===== src/rtl/mul5_sched.sv =====
// Round-robin scheduler sharing one 5x5 multiplier between two requesters; 3 cycles per op.
// Requesters hold req until done; a served requester must drop req for a cycle before regrant.

module mul5 (
   input  logic [4:0] a,
   input  logic [4:0] b,
   output logic [9:0] y
);
   always_comb begin
      y = '0;
      for (int i = 0; i < 5; i++) begin
         if (b[i]) y = y + (10'(a) << i);
      end
   end
endmodule

module mul5_sched #(
   parameter int CNT_W = 8
) (
   input  logic             clk,
   input  logic             rst_n,
   input  logic             req0,
   input  logic [4:0]       f0,
   input  logic [4:0]       m0,
   input  logic             req1,
   input  logic [4:0]       f1,
   input  logic [4:0]       m1,
   output logic             done0,
   output logic             done1,
   output logic [9:0]       p,
   output logic             busy,
   output logic             gnt_id,
   output logic [CNT_W-1:0] ops
);
   typedef enum logic [1:0] {
      IDLE = 2'd0,
      MUL  = 2'd1,
      DONE = 2'd2
   } state_t;

   state_t     state;
   logic [4:0] op_f;
   logic [4:0] op_m;
   logic [1:0] blk;
   logic       last;
   logic [9:0] prod;
   logic       elig0;
   logic       elig1;
   logic       sel;
   logic [1:0] blk_set;

   mul5 u_mul5 (
      .a (op_f),
      .b (op_m),
      .y (prod)
   );

   assign elig0 = req0 & ~blk[0];
   assign elig1 = req1 & ~blk[1];
   // On a tie the requester that was not served last wins.
   assign sel   = (elig0 & elig1) ? ~last : elig1;

   assign blk_set = (state == MUL) ? (gnt_id ? 2'b10 : 2'b01) : 2'b00;

   assign busy  = (state == MUL) || (state == DONE);
   assign done0 = (state == DONE) && !gnt_id;
   assign done1 = (state == DONE) && gnt_id;

   always_ff @(posedge clk or negedge rst_n) begin
      if (!rst_n) begin
         state  <= IDLE;
         op_f   <= '0;
         op_m   <= '0;
         blk    <= '0;
         last   <= 1'b1;
         gnt_id <= 1'b0;
         p      <= '0;
         ops    <= '0;
      end else begin
         // A low request always unblocks, even on the edge that would block it.
         blk <= (blk | blk_set) & {req1, req0};
         case (state)
            IDLE: begin
               if (elig0 || elig1) begin
                  op_f   <= sel ? f1 : f0;
                  op_m   <= sel ? m1 : m0;
                  gnt_id <= sel;
                  last   <= sel;
                  state  <= MUL;
               end
            end
            MUL: begin
               p     <= prod;
               ops   <= ops + CNT_W'(1);
               state <= DONE;
            end
            DONE:    state <= IDLE;
            default: state <= IDLE;
         endcase
      end
   end
endmodule


===== config.mk =====
export PLATFORM = sky130hd
export DESIGN_NAME = mul5_sched
export DESIGN_NICKNAME = d
export VERILOG_FILES = /design/src/rtl/mul5_sched.sv
export SDC_FILE = /design/constraint.sdc
export NUM_CORES = 1
export LEC_CHECK = 0
export ABC_CLOCK_PERIOD_IN_PS = 6200
export BUFFER_PORTS_ARGS = -buffer_cell sky130_fd_sc_hd__buf_2
export CORE_UTILIZATION = 40
export DETAILED_ROUTE_END_ITERATION = 7
export MAX_ROUTING_LAYER = met4
export PLACE_DENSITY_LB_ADDON = 0.1
export REMOVE_ABC_BUFFERS = 1
export SYNTH_ARGS = -nofsm -noshare
export SYNTH_HDL_FRONTEND = slang
export SYNTH_SLANG_ARGS = --single-unit

===== constraint.sdc =====
create_clock -name clk -period 6.2 [get_ports clk]
set_clock_uncertainty 0.1 [all_clocks]
set_input_delay 1.24 -clock clk [delete_from_list [all_inputs] [get_ports clk]]
set_output_delay 1.24 -clock clk [all_outputs]
set_load 0.02 [all_outputs]

# Word level (Yosys, flattened, before mapping)
# Index checks and enable logic that the tools add are counted.
# totals
in_bits	24
rom_bits	0
register_bits	34
out_inout_bits	22
latchBits	0
n_memories	0
wordCells	43
ram_bits	0
# classes
muxes	12
bitwise_logic	8
div_mod_pow	0
n_eq_ne	3
n_lt_le_gt_ge	0
n_mul	0
n_shift	0
n_reduce_logical	7
add_sub_neg	5
# op_table
op	n
$mux W10	4
$mux W5	3
$add A10 B6 Y10	1
$add A10 B7 Y10	1
$add A10 B8 Y10	1
$add A10 B9 Y10	1
$add A8 B1 Y8 const B	1
$mux W2	3
$pmux W2 S2	1
$and A1 B1 Y1	3
$not A1 Y1	3
$and A2 B2 Y2	1
$eq A2 B1 Y1 const B	1
$eq A2 B2 Y1 const B	1
$logic_and A1 B1 Y1	2
$logic_not A2 Y1	1
$logic_or A1 B1 Y1	2
$ne A2 B2 Y1 const B	1
$or A2 B2 Y2	1
$reduce_and A2 Y1	1
$logic_not A1 Y1	1
$mux W1	1

# Logic depth before layout (Yosys ltp)
# depth
ltp_word	9
depth_mapped	26

# By module
# A second synthesis with hierarchy kept.
# unflattened
cells_unflattened	278
area_unflattened_um2	2686.3
# modules_own_cells
module	seq_area_each_um2	cells_each	area_each_um2	n_inst
mul5_sched	852.1	147	1686.6	1
mul5	0.0	131	999.7	1

# Worst setup path before layout
# Ideal clock, no wire load.
# synth_path
kind	register to register
from	register op_f[2]
to	register p[7]
path_buffers	1
setup_time_ns	0.126
path_stages_with_launch	25
slack_ns	1.422
arrival_ns	4.552
period_less_slack_ns	4.778
path_cell_list	dfrtp_1 > buf_2 > nand2_1 > inv_1 > ha_1 > a21o_1 > maj3_1 > xnor2_1 > a21oi_1 > ha_1 > a21oi_1 > nand2_1 > mux2i_1 > or2_2 > ha_1 > and3_1 > nor2_1 > xnor2_1 > nand2_1 > o21ai_0 > ha_1 > a21oi_1 > xnor2_1 > nor2_1 > a221o_1
# synth_via
elab_chain_len	9
# synth_lines
item	line_no	rtl
start, declared	42	logic [4:0] op_f;
start signal, assigned	85	op_f <= sel ? f1 : f0;
$mux W5	12	if (b[i]) y = y + (10'(a) << i);
$add A10 B6 Y10	12	
$mux W10	12	
$add A10 B7 Y10	12	
$mux W10	12	
$add A10 B8 Y10	12	
$mux W10	12	
$add A10 B9 Y10	12	
$mux W10 (*)	12	
end signal, assigned	93	p <= prod;
end, declared	30	output logic [9:0] p,
# Every way passes the cells marked *; elsewhere a longest branch is shown, timed or not.
# A chain may end at the register's enable or synchronous reset.

# Worst setup path after layout
# layout_path
from	register op_f[1]
to	register p[7]
# Same word-level chain as after synthesis.

==> qor.csv <==
stage,metric,value,unit
timing,rsz0062_at_grt,no,
placed_design,dp.cells,378,
setup_path,critPathArrivalTime,5.23,ns
logic_synthesis,synthMuxAreaShare,0.0729,
logic_synthesis,syn-instance-count,268,
drt,antenna_left,0,
setup_path,startpoint,op_f[1],
min_path,min_to,ops[7],
setup_path,crit_fanout,9,
drt,highest_layer,met4,
logic_synthesis,yosys.area_share.simple,0.155,
logic_synthesis,ys_warn_count,0,
placed_design,gp_congestion,0.794,
clock_network,cts_tree,done,
job,max-cap-violations,0,
drt,routedWlPerCell,13.6,µm
setup_path,critPathTopFamily,adder cells,
placed_design,place_area,2770,µm²
clock_network,clk-insertion-delay-late,0.28,ns
min_path,hold_depth,1,
logic_synthesis,ys.flop_type,dfrtp_1,
setup_path,reg2reg_from,op_f[1],
floorplanning,die-width,81.2,µm
power_and_ir_drop,seqPwrFrac,0.259,
logic_synthesis,syn_area_per_cell,9.35,µm²
timing,hold_violations,0,
outcome,status,completed,
cells_and_area,fillers,572,
timing,worst-slew-pin-transition,0.766,ns
logic_synthesis,synth_top_family_by_area,adder cells,
clock_network,post_cts_buffers,0,
global_route,grt_max_degree,35,
floorplanning,io-pin-count,46,
floorplanning,die_y,81.2,µm
global_route,globalRoute.totalOverflow,0,
power_and_ir_drop,power_density,618,nW/µm²
clock_network,cts.clk_slew.worst_paths,0.07,ns
power_and_ir_drop,switching_power,0.855,mW
setup_path,worstPathCellList,and2_2 > ha_1 > inv_1 > fa_1 > and3b_4 > a311oi_4 > xnor2_1 > and2_1 > ha_1 > a21oi_1 > o21ai_0 > xor2_1 > a2bb2oi_1 > inv_1 > ha_1 > a21oi_1 > xnor2_1 > mux2_2 > ha_1 > inv_1 > xnor2_1 > nor2_1 > a221o_1,
floorplanning,die_area,6590,µm²
clock_network,clk_path_buf_depth,2,
cells_and_area,final_util,0.478,
setup_path,ff2ff_setup_slack,1.04,ns
floorplanning,rows,28,
logic_synthesis,ys_types,46,
drt,drt-total-wl,5.24,mm
power_and_ir_drop,comb_power_share,0.644,
timing,period_share,0.832,
cells_and_area,design_area,2870,µm²
global_route,track_usage,0.179,
drt,dr.pass1.iters,5,
drt,dr.first_iter.drc_count,78,
logic_synthesis,ys_seq_elements,34,
drt,drt-met1-wl,2.53,mm
cells_and_area,n_antenna_cell,0,
cells_and_area,nets,363,
logic_synthesis,synth_adder_area_share,0.161,
timing,slew_headroom,0.489,
drt,wl_met2,2.44,mm
global_route,antenna_found_initial,0,
setup_path,end_kind,flip-flop,
logic_synthesis,synth_area,2510,µm²
power_and_ir_drop,switching_share,0.483,
cells_and_area,finalNonFillerCells,386,
timing,tns,0,ns
logic_synthesis,ys_async_sr_fraction,1.00,
clock_network,h-tree-depth,2,
drt,drc_errors,0,
power_and_ir_drop,internal_power,0.915,mW
logic_synthesis,yosysTopAreaCell,dfrtp_1,
timing,clock.fmax,0.194,GHz
cells_and_area,area.growth.synth_to_final,14.3,%
setup_path,slowest_stage,dfrtp_1,
logic_synthesis,ys_seq_area_frac,0.340,
drt,via_per_inst,5.10,
setup_path,r2r-end,p[7],
setup_path,critPathLaunchType,flip-flop,
global_route,grt_pass1_wl,8.69,mm
min_path,hold_path.class,reg -> reg,
setup_path,cp_common_cell,ha_1,
power_and_ir_drop,p_clk_frac,0.097,
timing,final-max-slew-violation-count,0,
power_and_ir_drop,p_leak,1.48,nW
setup_path,path_buf_inv,3,
logic_synthesis,synth_edf_count,0,
setup_path,reg2reg_depth,23,
clock_network,cts_root_buffer,clkbuf_8,
logic_synthesis,synth_compound_area_frac,0.159,
clock_network,numCtsBuffers,5,
timing,fin_crit,5.16,ns
power_and_ir_drop,ir_drop,0.000243,V
floorplanning,initial_utilization,0.418,
setup_path,slowest_delay,0.57,ns
min_path,hold_start,ops[7],
timing,setup_viol,0,
clock_network,hold_buffers,0,
placed_design,hpwlAfterDp,3.98,mm
drt,vias,1969,
cells_and_area,drive_gt1_frac,0.206,
logic_synthesis,yosysTopAreaCellShare,0.330,
setup_path,critPathKind,reg -> reg,
setup_path,crit_required,6.27,ns
logic_synthesis,synthXorXnorAreaFrac,0.0629,
drt,route.met3.wl,226,µm
placed_design,io_buffers,45,
floorplanning,core_area,5990,µm²
clock_network,cts.sink_count,34,
logic_synthesis,synth.area.top_cells,"dfrtp_1 33%, ha_1 12%, mux2i_1 6.4%",
clock_network,ctsResizeCount,0,
global_route,grt_pass1_vias,1853,
[power by group through the flow]
stage	sequential (mW)	combinational (mW)	clock [mW]
2_1_floorplan	0.496	0.823	0
3_3_place_gp	0.466	1.14	0
3_5_place_dp	0.462	1.14	0
4_1_cts	0.459	1.15	0.176
5_1_grt	0.482	1.30	0.185
6_report	0.459	1.14	0.171
[area by class of cell]
class / instances / area [µm²] / share of cell area
well taps: 75 / 93.8 / 0.0328
inverters: 17 / 63.8 / 0.0223
flip-flops and latches: 34 / 852 / 0.297
repair buffers: 46 / 233 / 0.0812
clock inverters: 1 / 5.00 / 0.00175
multi-input cells: 206 / 1530 / 0.534
clock buffers: 7 / 86.3 / 0.0301
[how the worst max path moves through the flow]
stage / cells past startpoint / slack [ns] / to
floorplan: 23 / 1.43 / p[7]
global placement: 21 / 1.04 / p[8]
detailed placement: 23 / 1.06 / p[7]
CTS: 21 / 1.03 / p[8]
global route: 24 / 0.61 / p[8]
finish: 23 / 1.04 / p[7]
[per-layer routing]
layer  global-route usage  vias to the layer above
met3               0.0337                        4
met2                0.282                       46
li1                     -                     1019
met5                    -                        -
met4               0.0429                        0
met1                0.238                      900
[cell families (layout without fill, tap and decap cells)]
| logic type | Yosys count | count (layout) |
|---|---|---|
| AOI/OAI and AO/OA | 61 | 61 |
| xor gates and xnor gates | 18 | 18 |
| adders and majority gates | 30 | 30 |
| buffers and inverters | 28 | 71 |
| DFF | 34 | 34 |
| muxes | 18 | 18 |
| and+or+nand+nor | 79 | 79 |
[registers in the layout (all words and copies together), names as in the netlist]
register / count
p: 10
blk: 2
op_f: 5
state: 2
gnt_id: 1
last: 1
ops: 8
op_m: 5
[Yosys cell counts, drive strengths merged (2+ instances only)]
master / n
inv: 17
a21oi: 15
nand4: 2
fa: 4
nand3: 8
ha: 25
buf: 5
mux2: 2
clkbuf: 6
xnor2: 13
nor2b: 2
o2bb2ai: 2
nor2: 16
or2: 2
nand2: 30
o21ai: 22
a221o: 3
a31oi: 4
a21o: 5
and2: 5
xor2: 5
and3: 4
mux2i: 16
dfrtp: 33
nand2b: 6
[layout by cell type, fill, tap and decap left out, types with 3 or more instances in the layout]
master / count
xnor2_1: 13
and3_1: 4
ha_1: 25
a31oi_1: 4
a21oi_1: 15
nor2_1: 16
fa_1: 4
and2_1: 3
xor2_1: 5
nand3_1: 8
dfrtp_1: 33
buf_2: 45
nand2b_1: 5
mux2i_1: 16
a21o_1: 5
nand2_1: 30
inv_1: 17
a221o_1: 3
clkbuf_8: 6
o21ai_0: 22
[worst reg2reg max path, delay by kind of cell (launching register included)]
| family | cells | cell delay (ns) |
|---|---|---|
| flops | 1 | 0.57 |
| fa+ha+maj | 5 | 1.51 |
| buf+inv | 3 | 0.19 |
| xor+xnor | 4 | 0.52 |
| compound gates | 6 | 1.07 |
| mux | 1 | 0.30 |
| simple gates | 4 | 0.79 |
[through the flow]
stage	power [mW]	worst slack, ns	hold WS [ns]
floorplan	1.32	1.43	0.361
finish	1.77	1.04	0.370
detailed placement	1.60	1.06	0.361
global route	1.96	0.608	0.397
global placement	1.60	1.04	0.358
CTS	1.79	1.03	0.375
Note: power is estimated with default switching activity, not from simulation.
